$ cat src/rtl/gate_sweep_ctrl.sv
// Purpose: sweeps all four input combinations of a 2-input gate and compares its output against a truth table.
// Latency: done pulses 4*(HOLD_CYCLES+1) cycles after start is captured (earlier under GATE_SWEEP_STOP_ON_FAIL_EN on a mismatch).
// Backpressure: none; start is sampled only when idle and ignored while busy or in the done cycle.
//
// Ports:
//   clk, rst          clock and synchronous active-high reset
//   start             sweep request (sampled only in IDLE)
//   truth[3:0]        expected gate output per combination index
//   dut_out           output of the gate under control
//   drv_a, drv_b      registered gate inputs, {drv_a,drv_b} == idx
//   busy, done        sweep in progress / one-cycle end-of-sweep pulse
//   pass, err_cnt, fail_vec   sweep result, held until the next accepted start
//
// Optional build macro: GATE_SWEEP_STOP_ON_FAIL_EN -- end the sweep at the first mismatching combination.

module gate_sweep_ctrl #(
  parameter int HOLD_CYCLES = 4
) (
  input  logic       clk,
  input  logic       rst,
  input  logic       start,
  input  logic [3:0] truth,
  input  logic       dut_out,
  output logic       drv_a,
  output logic       drv_b,
  output logic       busy,
  output logic       done,
  output logic       pass,
  output logic [2:0] err_cnt,
  output logic [3:0] fail_vec
);

  typedef enum logic [1:0] {IDLE, DRIVE, SAMPLE, DONE} state_t;

  localparam logic [3:0] HOLD_LAST = 4'(HOLD_CYCLES - 1);

  state_t     state;
  state_t     state_nxt;
  logic [1:0] idx;
  logic [3:0] hold_cnt;
  logic       mismatch;

  assign mismatch = (dut_out != truth[idx]);

  always_ff @(posedge clk) begin
    if (rst) state <= IDLE;
    else     state <= state_nxt;
  end

  always_comb begin
    state_nxt = state;
    busy      = (state != IDLE);
    done      = 1'b0;
    case (state)
      IDLE:   if (start) state_nxt = DRIVE;
      DRIVE:  if (hold_cnt == HOLD_LAST) state_nxt = SAMPLE;
      SAMPLE: begin
`ifdef GATE_SWEEP_STOP_ON_FAIL_EN
        // First failing combination ends the sweep; later ones stay untested.
        if (mismatch || idx == 2'd3) state_nxt = DONE;
        else                         state_nxt = DRIVE;
`else
        if (idx == 2'd3) state_nxt = DONE;
        else             state_nxt = DRIVE;
`endif
      end
      DONE: begin
        done      = 1'b1;
        state_nxt = IDLE;
      end
      default: state_nxt = IDLE;
    endcase
  end

  always_ff @(posedge clk) begin
    if (rst) begin
      idx      <= 2'd0;
      hold_cnt <= 4'd0;
      drv_a    <= 1'b0;
      drv_b    <= 1'b0;
      pass     <= 1'b0;
      err_cnt  <= 3'd0;
      fail_vec <= 4'd0;
    end else begin
      case (state)
        IDLE: begin
          if (start) begin
            idx      <= 2'd0;
            hold_cnt <= 4'd0;
            drv_a    <= 1'b0;
            drv_b    <= 1'b0;
            pass     <= 1'b0;
            err_cnt  <= 3'd0;
            fail_vec <= 4'd0;
          end
        end
        DRIVE: hold_cnt <= hold_cnt + 4'd1;
        SAMPLE: begin
          if (mismatch) begin
            fail_vec[idx] <= 1'b1;
            // Only four samples per sweep, but saturate anyway so it can never wrap.
            if (err_cnt != 3'd4) err_cnt <= err_cnt + 3'd1;
          end
          if (state_nxt == DRIVE) begin
            idx            <= idx + 2'd1;
            {drv_a, drv_b} <= idx + 2'd1;
            hold_cnt       <= 4'd0;
          end else begin
            // Final sample counts toward pass as well as the earlier ones.
            pass <= (err_cnt == 3'd0) && !mismatch;
          end
        end
        default: ;
      endcase
    end
  end

endmodule

$ cat config.mk
export PLATFORM = sky130hd
export DESIGN_NAME = gate_sweep_ctrl
export DESIGN_NICKNAME = d
export VERILOG_FILES = /design/src/rtl/gate_sweep_ctrl.sv
export SDC_FILE = /design/constraint.sdc
export NUM_CORES = 1
export LEC_CHECK = 0
export ABC_AREA = 1
export CORE_MARGIN = 2
export CORE_UTILIZATION = 35
export CTS_BUF_LIST = sky130_fd_sc_hd__clkbuf_4
export CTS_CLUSTER_DIAMETER = 30
export CTS_CLUSTER_SIZE = 24
export DETAILED_ROUTE_END_ITERATION = 6
export SLEW_MARGIN = 20
export SYNTH_ARGS = -nofsm -noshare
export SYNTH_HDL_FRONTEND = slang
export SYNTH_SLANG_ARGS = --single-unit
$ cat constraint.sdc
create_clock -name clk -period 1.9 [get_ports clk]
set_clock_uncertainty 0.15 [all_clocks]
set_input_delay 0.19 -clock clk [delete_from_list [all_inputs] [get_ports clk]]
set_output_delay 0.19 -clock clk [all_outputs]
set_load 0.02 [all_outputs]
# Word level (Yosys, flattened, before mapping)

Index checks and enable logic that the tools add are counted.

Add/subtract/negate cells: 3
Multiply operators: 0
Div/mod/pow operators: 0
Order comparisons: 2
Equality and inequality tests: 13
Shifts and indexed selects: 0
Mux-type cells: 28
Bitwise logic cells: 1
Reductions and logical operators: 13

Operator list:

| cell                  | number |
|---|---|
| $mux W4               | 3 |
| $pmux W4 S3           | 1 |
| $reduce_and A3 Y1     | 4 |
| $mux W2               | 5 |
| $ne A2 B2 Y1 const B  | 5 |
| $mux W3               | 3 |
| $pmux W2 S4           | 1 |
| $pmux W4 S2           | 1 |
| $mux W1               | 7 |
| $eq A2 B2 Y1 const B  | 3 |
| $pmux W1 S2           | 3 |
| $pmux W3 S2           | 1 |
| $add A4 B1 Y4 const B | 1 |
| $eq A2 B1 Y1 const B  | 2 |
| $eq A4 B2 Y1 const B  | 1 |
| $or A4 B4 Y4          | 1 |
| $pmux W2 S2           | 1 |
| $reduce_and A4 Y1     | 1 |
| $reduce_bool A2 Y1    | 2 |
| $add A3 B1 Y3 const B | 1 |
| $logic_not A3 Y1      | 1 |
| $lt A2 B3 Y1 const B  | 1 |
| $ne A3 B3 Y1 const B  | 1 |
| $reduce_bool A3 Y1    | 1 |
| other kinds (8)       | 9 |

Bits in registers: 18
Latch bits: 0
Bits in writable memories: 0
Bits in read-only memories: 0
Output and inout bits: 12
Logic and storage cells: 68
Memories kept: 0

# Longest topological paths before layout

Depth in word-level cells: 7
Mapped depth: 10
Mapped depth without buffers: 10

# Worst setup path after synthesis

Ideal clock, no wire load.

Path type: flip-flop to flip-flop
From: register idx[0]
To: register hold_cnt[2]
Arrival: 1379 ps
Data required time: 1678 ps
Setup slack: 299 ps
Stages on the path, launching flop included: 7
Path buffers: 0
Period minus slack after synthesis: 1601 ps
Cells stage by stage: dfxtp_1 -> ha_1 -> inv_1 -> nor2_2 -> nor3_2 -> or2_4 -> nor3b_2

Word-level cells in the longest chain between the ends: 6

Ends and longest elaborated chain:

| element                     | RTL line | RTL |
|---|---|---|
| start: declaration          | 39       | `logic [1:0] idx;` |
| start signal: assignment    | 105      | `idx <= idx + 2'd1;` |
| $eq A2 B2 Y1                | 63       | `if (idx == 2'd3) state_nxt = DONE;` |
| $mux W2                     | 63       |  |
| $pmux W2 S4                 | 54       | `case (state)` |
| $eq A2 B1 Y1                | 104      | `if (state_nxt == DRIVE) begin` |
| $ne A2 B2 Y1 (no line)      | -        |  |
| $reduce_and A3 Y1 (no line) | -        |  |
| end signal: assignment      | 97       | `DRIVE: hold_cnt <= hold_cnt + 4'd1;` |
| end: declaration            | 40       | `logic [3:0] hold_cnt;` |

Every way passes these cells.
A chain may end at the register's enable or synchronous reset.

# Final worst setup path

From: register state[1]
To: output busy

Word-level cells in the longest chain between the ends: 1

Ends and longest elaborated chain:

| element                  | RTL line | RTL |
|---|---|---|
| start: declaration       | 37       | `state_t state;` |
| start signal: assignment | 47       | `else state <= state_nxt;` |
| $reduce_bool A2 Y1       | 52       | `busy = (state != IDLE);` |
| end: declaration         | 26       | `output logic busy,` |

Every way passes these cells.

==> key figures <==
Setup path
  – Crit path DAT: 1.44 ns
  – CP Launch Type: flip-flop
  – Critical path buffers and inverters: 2
  – Worst r2r src: idx[0]
  – Critical path's largest stage delay: 0.61 ns
  – Crit end category: output port
  – Worst Path Max Fanout: 4
  – Crit path from: state[1]
  – Worst endpoint required time: 1.56 ns
  – Critical path's top delay family: buffers and inverters
  – CP max-delay cell: clkdlybuf4s50_1
  – Worst path cell trace: nor2_2 -> inv_2 -> clkdlybuf4s50_1
  – Kind of critical path: reg2out

Drt
  – Starting DRC count in detailed routing: 11
  – Routed Antenna Nets: 0
  – Vias: 804
  – # DRC: 0
  – DR WL/cell: 10.1 um
  – Pre-antenna DRT Iters: 2
  – Vias/cell: 4.65
  – Total wire length: 1.75 mm

Synth
  – Post-synthesis sequential area ratio: 0.360
  – Distinct cell type count after synthesis: 23
  – Post-Syn Area per Cell: 7.41 um^2
  – Syn nets: 135
  – Post-synthesis cell count: 120
  – Cell Area, Synth: 890 um^2
  – Synth Register Bits: 16
  – Syn. warnings: 0

Finish
  – Cell area after layout: 1150 um^2
  – Final Non-Filler Cells: 173
  – Number of fillers in the final layout: 257
  – Synth-to-layout area growth: 29.0%
  – Diode count: 0
  – Layout cells sized above 1: 0.147
  – Fin nets: 159

Global route
  – Largest net degree at the start of global routing: 10
  – Global-route wire length before repair: 2.99 mm
  – Vias in the first global route: 735
  – Total gr overflow: 0
  – Initial antenna violation count: 0
  – Overall routing resource usage: 0.140

Power
  – Pwr Density: 564 nW/um^2
  – Worst VDD drop: 0.000301 V
  – Int Pwr: 470 uW
  – Register share of total power: 0.549
  – Sw Pwr: 177 uW
  – Comb pwr share: 0.166
  – LEAKAGE: 0.000494 uW
  – Total power: 647 uW
  – Sw frac: 0.274
  – Clock share of power: 0.285

Clock network
  – CTS Hold Bufs: 0
  – Clk Latency, worst-skew pair: 0.28 ns
  – Post-CTS Setup Bufs: 0
  – H-tree lvl count: 1
  – Clock Root Buffer: clkbuf_4
  – CTS buffer count: 3
  – CTS max path bufs: 2
  – CTS tree: done
  – Clk slew on worst S/H paths: 0.10 ns
  – Num Clock Sinks: 16

Floorplan
  – Die Span Y: 54.4 um
  – IO Count: 20
  – Die area: 2960 um^2
  – Area of the core: 2430 um^2
  – Initial Utilization: 0.366
  – Die W: 54.4 um
  – FP Rows: 18

Timing
  – Slew Limit Fails: 0
  – Hold slack final: 0.307 ns
  – # setup viols final: 0
  – Final Hold Vio Count: 0
  – RSZ-0062 raised after global routing: no
  – Period minus WS final: 1.78 ns
  – TNS Setup: 0 ns
  – Worst Tran Pin Value: 0.304 ns
  – Slew HR: 0.792
  – Final period utilization: 0.938
  – Fmax: 561 MHz

Min path
  – HP Class: reg2reg
  – Hold_sp: fail_vec[2]

Placed design
  – DP Area: 1120 um^2
  – Placer Congestion: 0.747
  – HPWL after DPL: 1.41 mm
  – Cells after DPL: 169
  – Port bufs: 19

Outcome
  – Outcome: finished, final reports clean

Run
  – Max-cap violations: 0
## kinds of logic after synthesis
| logic type | after synthesis | share of synthesized area |
|---|---|---|
| AOI/OAI and AO/OA | 15 | 0.0914 |
| buffers and inverters | 24 | 0.101 |
| adders and majority gates | 7 | 0.0984 |
| and+or+nand+nor | 57 | 0.339 |
| DFF | 16 | 0.360 |
| xor gates and xnor gates | 1 | 0.00985 |
## per-stage QoR
step | worst slack [ns] | util
final | 0.118 | 0.472
after floorplan | 0.299 | -
after detailed placement | 0.286 | 0.459
after global routing | 0.0288 | 0.472
after CTS | 0.0613 | 0.471
after global placement | 0.319 | 0.459
## cell usage in the layout, fill, tap and decap left out, types with 2 or more instances in the layout
master	n
a21oi_1	9
clkbuf_4	3
clkdlybuf4s50_1	18
dfxtp_1	15
ha_1	7
inv_1	19
inv_2	5
nand2_1	25
nand3_1	7
nand3_2	2
nand4_1	4
nor2_1	5
nor2_2	4
nor3_1	3
nor3b_2	2
o21ai_0	2
o21ai_1	2
## timing repair
action                                  CTS  global route
hold endpoints to repair                  0             0
resized for setup                         1             1
endpoints found under the setup margin    1             1
## registers in the layout, indices dropped and copies added (netlist names)
register  cells
fail_vec      4
hold_cnt      4
err_cnt       3
state         2
drv_a         1
idx           1
pass          1
## worst register-to-register path: stages, from the launching register on
cell     delay [ns]
dfxtp_1        0.45
ha_1           0.22
inv_1          0.06
nor2_2         0.17
nor3_2         0.08
or2_4          0.26
nor3b_2        0.14
## layout make-up
type | count | area (um^2) | share of cell area
clock buffer | 3 | 22.5 | 0.0196
clock inverter | 1 | 3.75 | 0.00327
inverter | 24 | 90.1 | 0.0785
multi-input combinational | 80 | 479 | 0.418
sequential | 16 | 322 | 0.280
tap | 30 | 37.5 | 0.0327
timing repair buffer | 19 | 193 | 0.168
## worst paths after layout
kind / to / slack, ns / cells after the start
min: fail_vec[2] / 0.31 / 2
max: busy / 0.12 / 3
max reg2reg: hold_cnt[3] / 0.31 / 6
min reg2reg: fail_vec[2] / 0.31 / 2
## routing by layer
metal / vias up / routed length [um] / track usage
met2: 11 / 806 / 0.221
met3: 2 / 49 / 0.0328
li1: 431 / - / -
met5: - / 0 / 0
met1: 360 / 882 / 0.179
met4: 0 / 10 / 0.0625
## power by group through the flow
| stage | sequential [uW] | clock [uW] | combinational, uW |
|---|---|---|---|
| finish | 355 | 185 | 107 |
| global route | 357 | 224 | 120 |
| global placement | 362 | 0 | 106 |
| floorplan | 367 | 0 | 59.7 |
| detailed placement | 362 | 0 | 108 |
| CTS | 355 | 197 | 108 |
## Yosys cell counts
library cell | number | area share
nor3_2 | 1 | 0.011
nor3_1 | 3 | 0.017
o21ai_1 | 2 | 0.011
nand3_2 | 2 | 0.023
a21oi_1 | 9 | 0.051
nand2_2 | 1 | 0.0070
inv_2 | 5 | 0.021
nor2_2 | 4 | 0.028
or2_4 | 1 | 0.0098
inv_1 | 19 | 0.080
nor2_4 | 1 | 0.013
o211ai_1 | 1 | 0.0084
nor2_1 | 5 | 0.021
nor3b_2 | 2 | 0.028
dfxtp_1 | 16 | 0.36
nand3b_1 | 1 | 0.0084
ha_1 | 7 | 0.098
nand4_1 | 4 | 0.028
o21ai_0 | 2 | 0.011
xnor2_1 | 1 | 0.0098
nand2_1 | 25 | 0.11
nand3_1 | 7 | 0.039
a2111oi_0 | 1 | 0.0098
(Power assumes the default switching activity.)
